**src/rtl/mux_sel_sequencer.sv**
```systemverilog
// Select sequencer for the 4:1 board mux: debounced step key plus auto-scan timer.
// Define AUTOREPEAT_EN to add hold-to-repeat on the step key.
module mux_sel_sequencer #(
   parameter int unsigned DEBOUNCE_CYCLES = 500000,
   parameter int unsigned SCAN_DIV        = 25000000,
   parameter int unsigned REPEAT_DELAY    = 25000000,
   parameter int unsigned REPEAT_RATE     = 10000000
) (
   input  logic       CLOCK_50,
   input  logic [0:1] KEY,
   input  logic [0:1] SW,
   output logic [0:1] SEL,
   output logic [0:3] LEDR,
   output logic       STEP
);
   localparam int unsigned MAX_A = (DEBOUNCE_CYCLES > SCAN_DIV) ? DEBOUNCE_CYCLES : SCAN_DIV;
   localparam int unsigned MAX_B = (REPEAT_DELAY > REPEAT_RATE) ? REPEAT_DELAY : REPEAT_RATE;
   localparam int unsigned MAX_P = (MAX_A > MAX_B) ? MAX_A : MAX_B;
   localparam int unsigned CW    = (MAX_P > 1) ? $clog2(MAX_P) : 1;

   typedef enum logic [1:0] {
      RELEASED    = 2'd0,
      PRESS_CHK   = 2'd1,
      PRESSED     = 2'd2,
      RELEASE_CHK = 2'd3
   } db_state_e;

   logic          clk;
   logic          rst_n;
   db_state_e     state_q, state_d;
   logic [CW-1:0] cnt_q, cnt_d;
   logic [CW-1:0] tick_cnt_q, tick_cnt_d;
   logic [1:0]    key_sync_q, key_sync_d;
   logic [1:0]    en_sync_q, en_sync_d;
   logic [1:0]    dir_sync_q, dir_sync_d;
   logic [1:0]    sel_q, sel_d;
   logic [0:3]    led_q, led_d;
   logic          step_q, step_d;
   logic          key_s, en_s, dir_s;
   logic          press_evt_c, tick_c, repeat_evt_c, adv_c;

   assign clk   = CLOCK_50;
   assign rst_n = KEY[0];

   // Two-flop synchronizers; the key is inverted so pressed reads as 1
   always_comb begin
      key_sync_d = {key_sync_q[0], ~KEY[1]};
      en_sync_d  = {en_sync_q[0], SW[0]};
      dir_sync_d = {dir_sync_q[0], SW[1]};
      key_s      = key_sync_q[1];
      en_s       = en_sync_q[1];
      dir_s      = dir_sync_q[1];
   end

   // Debounce FSM: a level is accepted once it has held for DEBOUNCE_CYCLES
   always_comb begin
      state_d     = state_q;
      cnt_d       = cnt_q;
      press_evt_c = 1'b0;
      case (state_q)
         RELEASED: begin
            if (key_s) begin
               state_d = PRESS_CHK;
               cnt_d   = '0;
            end
         end
         PRESS_CHK: begin
            if (!key_s) begin
               state_d = RELEASED;
               cnt_d   = '0;
            end else if (cnt_q == CW'(DEBOUNCE_CYCLES - 1)) begin
               state_d     = PRESSED;
               cnt_d       = '0;
               press_evt_c = 1'b1;
            end else begin
               cnt_d = cnt_q + CW'(1);
            end
         end
         PRESSED: begin
            if (!key_s) begin
               state_d = RELEASE_CHK;
               cnt_d   = '0;
            end
         end
         RELEASE_CHK: begin
            if (key_s) begin
               state_d = PRESSED;
               cnt_d   = '0;
            end else if (cnt_q == CW'(DEBOUNCE_CYCLES - 1)) begin
               state_d = RELEASED;
               cnt_d   = '0;
            end else begin
               cnt_d = cnt_q + CW'(1);
            end
         end
         default: begin
            state_d = RELEASED;
            cnt_d   = '0;
         end
      endcase
   end

   // Auto-scan divider, parked at zero while disabled
   always_comb begin
      tick_cnt_d = '0;
      tick_c     = 1'b0;
      if (en_s) begin
         if (tick_cnt_q == CW'(SCAN_DIV - 1)) begin
            tick_c = 1'b1;
         end else begin
            tick_cnt_d = tick_cnt_q + CW'(1);
         end
      end
   end

`ifdef AUTOREPEAT_EN
   logic [CW-1:0] hold_cnt_q, hold_cnt_d;
   logic          rep_phase_q, rep_phase_d;

   // Hold timer: first period is REPEAT_DELAY, later ones REPEAT_RATE
   always_comb begin
      hold_cnt_d   = '0;
      rep_phase_d  = 1'b0;
      repeat_evt_c = 1'b0;
      if (state_q == PRESSED || state_q == RELEASE_CHK) begin
         hold_cnt_d  = hold_cnt_q + CW'(1);
         rep_phase_d = rep_phase_q;
         if (hold_cnt_q == (rep_phase_q ? CW'(REPEAT_RATE - 1) : CW'(REPEAT_DELAY - 1))) begin
            repeat_evt_c = 1'b1;
            hold_cnt_d   = '0;
            rep_phase_d  = 1'b1;
         end
      end
   end

   always_ff @(posedge clk or negedge rst_n) begin
      if (!rst_n) begin
         hold_cnt_q  <= '0;
         rep_phase_q <= 1'b0;
      end else begin
         hold_cnt_q  <= hold_cnt_d;
         rep_phase_q <= rep_phase_d;
      end
   end
`else
   assign repeat_evt_c = 1'b0;
`endif

   // Merge advance sources; LEDR decodes the next SEL so both update together
   always_comb begin
      adv_c  = press_evt_c | tick_c | repeat_evt_c;
      sel_d  = sel_q;
      step_d = adv_c;
      if (adv_c) begin
         sel_d = dir_s ? (sel_q - 2'd1) : (sel_q + 2'd1);
      end
      led_d = '0;
      for (int unsigned i = 0; i < 4; i++) begin
         led_d[i] = (sel_d == 2'(i));
      end
   end

   always_ff @(posedge clk or negedge rst_n) begin
      if (!rst_n) begin
         state_q    <= RELEASED;
         cnt_q      <= '0;
         tick_cnt_q <= '0;
         key_sync_q <= '0;
         en_sync_q  <= '0;
         dir_sync_q <= '0;
         sel_q      <= '0;
         led_q      <= 4'b1000;
         step_q     <= 1'b0;
      end else begin
         state_q    <= state_d;
         cnt_q      <= cnt_d;
         tick_cnt_q <= tick_cnt_d;
         key_sync_q <= key_sync_d;
         en_sync_q  <= en_sync_d;
         dir_sync_q <= dir_sync_d;
         sel_q      <= sel_d;
         led_q      <= led_d;
         step_q     <= step_d;
      end
   end

   assign SEL  = sel_q;
   assign LEDR = led_q;
   assign STEP = step_q;

endmodule

```
**config.mk**
```make
export PLATFORM = sky130hd
export DESIGN_NAME = mux_sel_sequencer
export DESIGN_NICKNAME = d
export VERILOG_FILES = /design/src/rtl/mux_sel_sequencer.sv
export SDC_FILE = /design/constraint.sdc
export NUM_CORES = 1
export LEC_CHECK = 0
export ABC_AREA = 0
export BUFFER_PORTS_ARGS = -buffer_cell sky130_fd_sc_hd__buf_4
export CAP_MARGIN = 0
export CELL_PAD_IN_SITES_DETAIL_PLACEMENT = 1
export CELL_PAD_IN_SITES_GLOBAL_PLACEMENT = 1
export CORE_MARGIN = 10
export CORE_UTILIZATION = 43
export DETAILED_ROUTE_END_ITERATION = 8
export GPL_ROUTABILITY_DRIVEN = 0
export PLACE_DENSITY = 0.73
export SETUP_SLACK_MARGIN = 0.3
export SLEW_MARGIN = 25
export SYNTH_ARGS = -nofsm -noshare
export SYNTH_HDL_FRONTEND = slang
export SYNTH_SLANG_ARGS = --single-unit
export TNS_END_PERCENT = 10
```
**constraint.sdc**
```tcl
create_clock -name CLOCK_50 -period 2.2 [get_ports CLOCK_50]
set_input_delay 0.22 -clock CLOCK_50 [delete_from_list [all_inputs] [get_ports CLOCK_50]]
set_output_delay 0.22 -clock CLOCK_50 [all_outputs]
set_load 0.03 [all_outputs]
```
==> impl_results.md <==
* Peak VDD IR at 0.363 mV
* Share of cells above drive strength 1 at 29.6%
* Critical-path cell list: or3_1 -> or4_4 -> or4_4 -> and2_4 -> xnor2_2
* Count leader, synth: dfrtp_1
* Crit-path max FO at 6
* Starting Density at 44.3%
* Reg clk slew, reported paths at 0.07 ns
* Syn nets at 342
* Final slew viol count at 0
* CP required at 2.42 ns
* Fmax at 462 MHz
* Maxcap violations at 0
* Post-synth top flop: dfrtp_1
* IO buf count at 11
* Slew headroom at 45.2%
* Kind of critical path: register to register
* Final worst-path cycle share at 98.4%
* Gr usage total at 15.0%
* Status: complete, no violations
* Final wirelength at 8660 µm
* Crit. End Element: register
* ANT cells at 0
* FILL cells at 815
* Post-Synthesis Cells at 335
* CP Launch Type: register
* Cell variety after synth at 47
* DRT iter0 DRCs at 108
* CORE AREA at 0.00725 mm²
* Area grow syn2layout at 26.0%
* CP delay by family, top: simple AND/OR/NAND/NOR gates
* Buffers & Inverters on Critical Path at 0
* First drt pass iteration count at 4
* Tightest Pin Transition at 0.822 ns
* Setup tns final at 0 ns
* Ys Warns at 0
* WP data arrival at 2.38 ns
* Final Hold Fails at 0
* Commonest cells post-synth: dfrtp_1 (64), nand2_1 (33), nor2_1 (30)
* DP Wirelength at 5320 µm
* Synth area leader: dfrtp_1
* Seq/Total Area, Yosys at 50.6%
* Ys async rst share at 100%
* Area share of the largest cell type after synthesis at 49.8%
* Worst hold path class: input port to register
* Slowest-stage cell, CP: or4_4
* First-pass GRT wire length at 14100 µm
* Area contributors post-synth: dfrtp_1 (50%), nand2_1 (3.9%), xnor2_1 (3.8%)
* Net count, final at 378
* Leakage power at 1.68 nW
* Vias at 2714
* CTS tree: done
* RSZ-0062 raised after global routing: yes
* Worst-Skew Late Latency at 0.35 ns
* Fin Clk Skew at 0.0134 ns
* Mapped Avg Cell Area at 9.60 µm²
* # H-tree levels at 3
* Vias in the first global route at 2802
* CTS sink cnt at 65
* Top Ports at 12
* Vias per cell at 5.73
* Die Span Y at 106 µm
* PD cells at 686 mW/mm²
* Crit path largest cell delay at 0.52 ns
* Flops & latches, synth at 65
* # setup viols final at 0
* Initial antenna violation count at 0
* Largest net degree at the start of global routing at 66
* Final antenna-violating net count at 0
* Die area at 0.0113 mm²
* EDFF count, synth at 0
* Root buf cell: clkbuf_8
* Min Tclk post-route at 2.16 ns
* Remaining DRCs at 0
* Row count at 31
* CTS buffer count at 9
* Fin util at 55.8%
* Worst-case clock buffer depth at 2
* Synthesized cell area at 0.00322 mm²
* CP dominant cell by count: or4_4
* Die W at 106 µm
* Average wire per standard cell at 18.3 µm
* Grt ovf at 0
[worst reg2reg max path, delay by kind of cell (launching register included)]
| family | cells | cell delay, ns |
|---|---|---|
| and+or+nand+nor | 4 | 1.52 |
| xor gates and xnor gates | 1 | 0.13 |
| DFF | 1 | 0.38 |
[sequential cells by signal, indices dropped and copies added, names as in the netlist, named ones only]
register    cells
tick_cnt_q     25
state_q         1
SEL             2
LEDR            4
STEP            1
cnt_q          25
en_sync_q       2
dir_sync_q      2
key_sync_q      2
[power breakdown]
part,internal (mW),switching (mW)
clock,0.510,0.477
sequential,1.23,0.0722
combinational,0.197,0.285
[routing by layer]
metal	vias to the layer above	part of all wire, %	global-route usage (%)	routed length [µm]
met5	-	0	0	0
met4	0	1.7	6.48	147
met3	12	2.6	2.42	221
met2	37	49	23.7	4200
met1	1371	47	19.8	4090
li1	1294	-	-	-
[per-stage QoR]
stage | total power, mW | hold slack (ns) | worst slack (ns) | std cells | area, µm²
detailed placement | 1.65 | 0.330 | 0.0568 | 449 | 3510
global route | 2.90 | 0.0202 | -0.0140 | 474 | 4050
floorplan | 1.51 | -0.0756 | 0.0325 | 335 | 3230
global placement | 1.63 | 0.329 | 0.110 | 449 | 3510
CTS | 2.66 | 0.00954 | 0.0611 | 473 | 3800
finish | 2.78 | 0.0148 | 0.0352 | 474 | 4050
[layout by cell type (no fill, tap or decap), types with 4 or more instances in the layout]
cell / Yosys / routed
clkbuf_8: 0 / 9
o21ai_2: 0 / 4
nor2_2: 0 / 4
inv_1: 12 / 12
nand2b_1: 4 / 4
xnor2_1: 14 / 14
dfrtp_1: 64 / 59
or3_1: 7 / 7
nor2_1: 30 / 26
nor4_1: 10 / 7
nand4_1: 11 / 11
a21oi_2: 0 / 9
and3_1: 9 / 7
a41oi_2: 0 / 7
a31oi_1: 16 / 15
buf_4: 0 / 28
dfrtp_2: 0 / 5
or4_4: 2 / 4
a21oi_1: 16 / 6
o21ai_0: 12 / 6
xor2_1: 8 / 8
nor3_1: 6 / 6
nand2_1: 33 / 33
nand3_1: 20 / 16
buf_6: 1 / 6
[final timing paths]
kind | endpoint | cells past startpoint | start | slack, ns
max | SEL[1] | 5 | tick_cnt_q[17] | 0.04
min | key_sync_q[0] | 2 | KEY[1] | 0.01
max reg2reg | SEL[1] | 5 | tick_cnt_q[17] | 0.04
min reg2reg | key_sync_q[1] | 0 | key_sync_q[0] | 0.35
max in group asynchronous | cnt_q[6] | 2 | KEY[0] | 1.10
min in group asynchronous | cnt_q[12] | 2 | KEY[0] | 0.52
[logic make-up (layout without fill, tap and decap cells)]
family / Yosys count / in the layout / synth area share, %
adder cells (fa/ha/maj): 2 / 2 / 0.778
multiplexers: 2 / 2 / 0.661
flip-flops: 65 / 65 / 50.6
XOR/XNOR: 23 / 23 / 6.50
AND/OR/NAND/NOR: 147 / 147 / 23.9
buffers and inverters: 26 / 66 / 3.35
AO/OA/AOI/OAI: 70 / 70 / 14.2
[final cells by class]
cell class	count	area (µm²)	area share, %
sequential	65	1630	40.3
clock buffer	9	124	3.06
inverter	12	45.0	1.11
clock inverter	6	60.1	1.48
multi-input combinational	244	1730	42.6
tap	99	124	3.06
timing repair buffer	39	338	8.34
[timing repair]
item / CTS / global route
buffers inserted: 6 / 1
resized for setup: 7 / 62
hold buffers: 3 / 0
endpoints found under the setup margin: 57 / 58
hold endpoints to repair: 3 / 0
pin swaps: 3 / 33
Power figures use the tool's default switching activity.
